$ cat src/rtl/micro_seq_pkg.sv
// Shared encodings for the microprogram sequencer: sequencing modes,
// condition-flag indices and the default control-store address width.
package micro_seq_pkg;

    localparam int DEF_STATE_W = 7;

    typedef enum logic [2:0] {
        SEQ_INC      = 3'b000,
        SEQ_JUMP     = 3'b001,
        SEQ_DECODE   = 3'b010,
        SEQ_BRANCH   = 3'b011,
        SEQ_CALL     = 3'b100,
        SEQ_RETURN   = 3'b101,
        SEQ_WAIT_MEM = 3'b110,
        SEQ_HOLD     = 3'b111
    } seq_sel_t;

    localparam logic [1:0] COND_Z = 2'd0;
    localparam logic [1:0] COND_V = 2'd1;
    localparam logic [1:0] COND_N = 2'd2;
    localparam logic [1:0] COND_C = 2'd3;

endpackage

$ cat src/rtl/micro_return_stack.sv
// LIFO of micro-subroutine return addresses. Ignores push when full and pop
// when empty; the sequencer decides what those conditions mean.
module micro_return_stack #(
    parameter int DEPTH   = 4,
    parameter int DATA_W  = 7,
    localparam int DEPTH_W = $clog2(DEPTH) + 1
) (
    input  logic              clk,
    input  logic              reset,
    input  logic              push,
    input  logic              pop,
    input  logic [DATA_W-1:0] data_in,
    output logic [DATA_W-1:0] data_out,
    output logic [DEPTH_W-1:0] depth,
    output logic              full,
    output logic              empty
);

    localparam int IDX_W = (DEPTH > 1) ? $clog2(DEPTH) : 1;

    logic [DATA_W-1:0] entry [DEPTH];
    logic [IDX_W-1:0]  wr_idx;
    logic [IDX_W-1:0]  rd_idx;

    assign wr_idx   = IDX_W'(depth);
    assign rd_idx   = IDX_W'(depth - 1'b1);
    assign full     = (depth == DEPTH_W'(DEPTH));
    assign empty    = (depth == '0);
    assign data_out = entry[rd_idx];

    always_ff @(posedge clk) begin
        if (reset) begin
            depth <= '0;
        end else if (push && !full) begin
            depth <= depth + 1'b1;
        end else if (pop && !empty) begin
            depth <= depth - 1'b1;
        end
    end

    // Storage needs no reset: only entries below depth are ever read.
    always_ff @(posedge clk) begin
        if (!reset && push && !full) begin
            entry[wr_idx] <= data_in;
        end
    end

endmodule

$ cat src/rtl/micro_sequencer.sv
// Control-store address sequencer: picks the next microword address from the
// active microword's sequencing fields, flags, decoder entry and memory ready.
module micro_sequencer
    import micro_seq_pkg::*;
#(
    parameter int STATE_W     = DEF_STATE_W,
    parameter int STACK_DEPTH = 4,
    parameter int TIMEOUT     = 15,
    parameter int RESET_STATE = 0,
    parameter int FAULT_STATE = 127,
    localparam int DEPTH_W    = $clog2(STACK_DEPTH) + 1
) (
    input  logic               clk,
    input  logic               reset,
    input  logic [2:0]         next_sel,
    input  logic [STATE_W-1:0] target,
    input  logic [1:0]         cond_sel,
    input  logic               cond_inv,
    input  logic [3:0]         cond_in,
    input  logic [STATE_W-1:0] decode_state,
    input  logic               mem_ready,
    output logic [STATE_W-1:0] current_state,
    output logic [DEPTH_W-1:0] stack_depth,
    output logic               stack_err,
    output logic               timeout_err
);

    localparam int CNT_W = (TIMEOUT > 1) ? $clog2(TIMEOUT) : 1;
    localparam logic [STATE_W-1:0] RST_ADDR   = STATE_W'(RESET_STATE);
    localparam logic [STATE_W-1:0] FAULT_ADDR = STATE_W'(FAULT_STATE);
    localparam logic [CNT_W-1:0]   WAIT_LAST  = CNT_W'(TIMEOUT - 1);

    seq_sel_t           sel;
    logic [STATE_W-1:0] state_nxt;
    logic [STATE_W-1:0] inc;
    logic [STATE_W-1:0] stack_out;
    logic [CNT_W-1:0]   wait_cnt;
    logic [CNT_W-1:0]   wait_cnt_nxt;
    logic               push;
    logic               pop;
    logic               full;
    logic               empty;
    logic               cond;
    logic               stack_err_set;
    logic               timeout_set;

    assign sel  = seq_sel_t'(next_sel);
    assign inc  = current_state + 1'b1;
    assign cond = cond_in[cond_sel] ^ cond_inv;

    micro_return_stack #(
        .DEPTH  (STACK_DEPTH),
        .DATA_W (STATE_W)
    ) u_stack (
        .clk      (clk),
        .reset    (reset),
        .push     (push),
        .pop      (pop),
        .data_in  (inc),
        .data_out (stack_out),
        .depth    (stack_depth),
        .full     (full),
        .empty    (empty)
    );

    always_ff @(posedge clk) begin
        if (reset) begin
            current_state <= RST_ADDR;
            wait_cnt      <= '0;
            stack_err     <= 1'b0;
            timeout_err   <= 1'b0;
        end else begin
            current_state <= state_nxt;
            wait_cnt      <= wait_cnt_nxt;
            stack_err     <= stack_err | stack_err_set;
            timeout_err   <= timeout_err | timeout_set;
        end
    end

    always_comb begin
        state_nxt     = inc;
        wait_cnt_nxt  = '0;
        push          = 1'b0;
        pop           = 1'b0;
        stack_err_set = 1'b0;
        timeout_set   = 1'b0;
        unique case (sel)
            SEQ_INC:    state_nxt = inc;
            SEQ_JUMP:   state_nxt = target;
            SEQ_DECODE: state_nxt = decode_state;
            SEQ_BRANCH: state_nxt = cond ? target : inc;
            SEQ_CALL: begin
                if (full) begin
                    stack_err_set = 1'b1;
                    state_nxt     = FAULT_ADDR;
                end else begin
                    push      = 1'b1;
                    state_nxt = target;
                end
            end
            SEQ_RETURN: begin
                if (empty) begin
                    stack_err_set = 1'b1;
                    state_nxt     = FAULT_ADDR;
                end else begin
                    pop       = 1'b1;
                    state_nxt = stack_out;
                end
            end
            SEQ_WAIT_MEM: begin
                if (mem_ready) begin
                    state_nxt = inc;
                end else if (wait_cnt == WAIT_LAST) begin
                    // Counter value TIMEOUT-1 is the last cycle allowed in one wait.
                    state_nxt   = FAULT_ADDR;
                    timeout_set = 1'b1;
                end else begin
                    state_nxt    = current_state;
                    wait_cnt_nxt = wait_cnt + 1'b1;
                end
            end
            SEQ_HOLD:   state_nxt = current_state;
            default:    state_nxt = inc;
        endcase
    end

endmodule
$ cat config.mk
export PLATFORM = sky130hd
export DESIGN_NAME = micro_sequencer
export DESIGN_NICKNAME = d
export VERILOG_FILES = /design/src/rtl/micro_seq_pkg.sv /design/src/rtl/micro_return_stack.sv /design/src/rtl/micro_sequencer.sv
export SDC_FILE = /design/constraint.sdc
export NUM_CORES = 1
export LEC_CHECK = 0
export CORE_MARGIN = 2
export CORE_UTILIZATION = 53
export DETAILED_ROUTE_END_ITERATION = 16
export GPL_ROUTABILITY_DRIVEN = 0
export GPL_TIMING_DRIVEN = 1
export PLACE_DENSITY_LB_ADDON = 0.15
export SLEW_MARGIN = 15
export SYNTH_ARGS = -nofsm -noshare
export SYNTH_HDL_FRONTEND = slang
export SYNTH_SLANG_ARGS = --single-unit
$ cat constraint.sdc
create_clock -name clk -period 2.55 [get_ports clk]
set_input_delay 0.3825 -clock clk [delete_from_list [all_inputs] [get_ports clk]]
set_output_delay 0.3825 -clock clk [all_outputs]
set_load 0.03 [all_outputs]
==> flow_summary.toml <==
[status]
status = "finished clean"

[global_route]
grt_pass1_vias = 1887
grt_pass1_wl_mm = 9.04
grt_max_degree = 16
antenna_found_initial = 0
globalRouteOverflowTotal = 0
grt_usage_pct = 23.9

[critical_path]
max_stage_delay_ps = 540
reg2reg_to = "current_state[2]"
cp.required_ps = 2730
end_kind = "flip-flop"
critPathLaunchType = "flip-flop"
crit_arrival_ps = 2520
ff2ff_path_depth = 7
critPathMaxFanout = 9
crit_chain = "inv_1 -> ha_1 -> mux4_2 -> nor2_1 -> o221ai_1 -> a2111oi_2 -> nor4_1"
cpLargestDelayFamily = "compound AO/OA/AOI/OAI gates"
crit_type = "reg -> reg"
crit_buf_inv = 1
cp.depth = 7
cp-startpoint = "u_stack.depth[1]"
crit_end = "current_state[2]"
rr_startpoint = "u_stack.depth[1]"
slowest_stage = "ha_1"
r2r_slack_ps = 210

[clocking]
cts_resized = 0
clock_sinks = 44
insertion_delay_ps = 300
clockBufferDepth = 2
cts_buffers = 5
cts_root_buffer = "clkbuf_8"
hold_buffers = 0
path_clk_slew_ps = 80
cts_tree = "yes"
h-tree-depth = 2
postCtsSetupRepairBufs = 0

[final_layout]
layout_common_cells = "38 x clkdlybuf4s50_1, 30 x nor2_1, 28 x edfxtp_1, 15 x dfxtp_1, 11 x nand2_1"
nNetsFinal = 282
layout_commonest_cell = "clkdlybuf4s50_1"
diodes = 0
nFillCells = 305
drive_gt1_share_pct = 12.5
syn_to_final_growth_pct = 25.8

[placed_design]
place_ws_ps = 44.9
dp_hpwl_mm = 4.13
io_buffers = 38

[synth]
synth_cell_type_count = 39
yosysSeqAreaShare_pct = 50.5
syn_inst = 202
synth_area_mm2 = 0.00230
synth_edf_count = 28
syn-num-nets = 237
synthArstFlopShare_pct = 0
synth_seq_cells = 44
ys_warn_count = 0
synth_flop_cell = "edfxtp_1"
avgSynthCellArea_um2 = 11.4

[detailed_routing]
vias = 1820
vias_per_cell = 6.11
wl_mm = 5.53
drc = 0
drt_first_pass_iters = 5
wl_per_cell_um = 18.5
ant_nets = 0
drt_iter0_markers = 140

[timing]
max_freq_mhz = 427
tightestPinTransition_ps = 565
finalMaxSlewViolations = 0
slew_headroom_pct = 62.0
rsz0062_at_grt = "false"
final.setup.worst_slack_ps = 209
fin_setup_tns_ps = 0
holdWs_ps = 471
hold_violations = 0
fin_crit_ps = 2340
final-setup-viol-count = 0
fin_skew_ps = 8.99
fin_crit_sh_pct = 91.8

[power_and_ir_drop]
leakage_nw = 1.04
ir_drop_mv = 0.388
power_mw = 1.74
powerDensity_mw_per_mm2 = 601

[floorplanning]
chipHeight_um = 69.9
num_io_pins = 39
initial_core_util_pct = 56.2
fp.coreArea_mm2 = 0.00409
dieWidth_um = 69.9
fp.dieArea_mm2 = 0.00488
core.rowCount = 23

[worst_hold_path]
min_from = "wait_cnt[0]"
hp-class = "reg -> reg"

[run]
maxCapViolations = 0
-- state kept, by name, indices dropped and copies added (netlist names) --
register / cells
u_stack.entry: 28
u_stack.depth: 3
current_state: 7
stack_err: 1
wait_cnt: 4
timeout_err: 1
-- how the worst min path moves through the flow --
stage	to	slack, ps	depth (start not counted)
floorplan	wait_cnt[0]	430	1
global placement	wait_cnt[0]	440	1
detailed placement	wait_cnt[0]	460	1
CTS	wait_cnt[0]	480	1
global route	timeout_err	520	2
finish	wait_cnt[0]	470	1
-- report_power, final --
| group | leakage, nW | internal [mW] | switching, mW |
|---|---|---|---|
| logic | 0.589 | 0.168 | 0.191 |
| registers | 0.386 | 0.789 | 0.0250 |
| clock network | 0.0614 | 0.320 | 0.243 |
-- layer usage --
layer  vias up  global-route usage, %  wire [um]
met5         -                      0          0
met4         0                   10.0        112
met3        11                   5.77        427
met2        84                   40.3       2810
met1       884                   29.4       2180
li1        841                      -          -
-- cell type report --
| cell class | count | area [um2] | area share (%) |
|---|---|---|---|
| Timing Repair Buffer | 48 | 455 | 15.8 |
| Inverter | 5 | 18.8 | 0.649 |
| Tap cell | 50 | 62.6 | 2.16 |
| Clock inverter | 2 | 38.8 | 1.34 |
| Multi-Input combinational cell | 143 | 1070 | 37.0 |
| Clock buffer | 6 | 82.6 | 2.86 |
| Sequential cell | 44 | 1160 | 40.2 |
-- cell usage after synthesis, types with 5 or more instances --
master | count | share of area [%]
inv_1 | 5 | 0.82
a21oi_1 | 8 | 1.7
clkbuf_1 | 6 | 0.98
ha_1 | 8 | 4.4
mux4_2 | 8 | 7.8
nand3_1 | 9 | 2.0
dfxtp_1 | 16 | 14
nor2b_1 | 5 | 1.4
a221oi_1 | 5 | 1.9
xor2_1 | 6 | 2.3
o221ai_1 | 6 | 2.3
nor2_1 | 30 | 4.9
edfxtp_1 | 28 | 37
xnor2_1 | 5 | 1.9
nand2b_1 | 6 | 1.6
nand2_1 | 11 | 1.8
-- metrics by stage --
step                      utilization (%)  std cells  area, um2
after floorplan                         -        202       2300
after global placement               67.8        290       2770
after detailed placement             67.8        290       2770
after CTS                            70.8        298       2890
after global routing                 70.8        298       2890
final                                70.8        298       2890
-- logic make-up after synthesis --
family | Yosys count | synth area share, %
xor+xnor | 12 | 5.39
mux | 10 | 8.71
compound gates | 37 | 12.6
simple gates | 76 | 15.6
fa+ha+maj | 8 | 4.36
flops | 44 | 50.5
buf+inv | 15 | 2.88
-- worst register-to-register path: cells and delay by family (launching register included) --
| kind | cells | cell delay (ps) |
|---|---|---|
| AO/OA/AOI/OAI | 2 | 560 |
| adder cells (fa/ha/maj) | 1 | 540 |
| flip-flops | 1 | 410 |
| multiplexers | 1 | 380 |
| AND/OR/NAND/NOR | 2 | 240 |
| buffers and inverters | 1 | 110 |
Power figures use the tool's default switching activity.
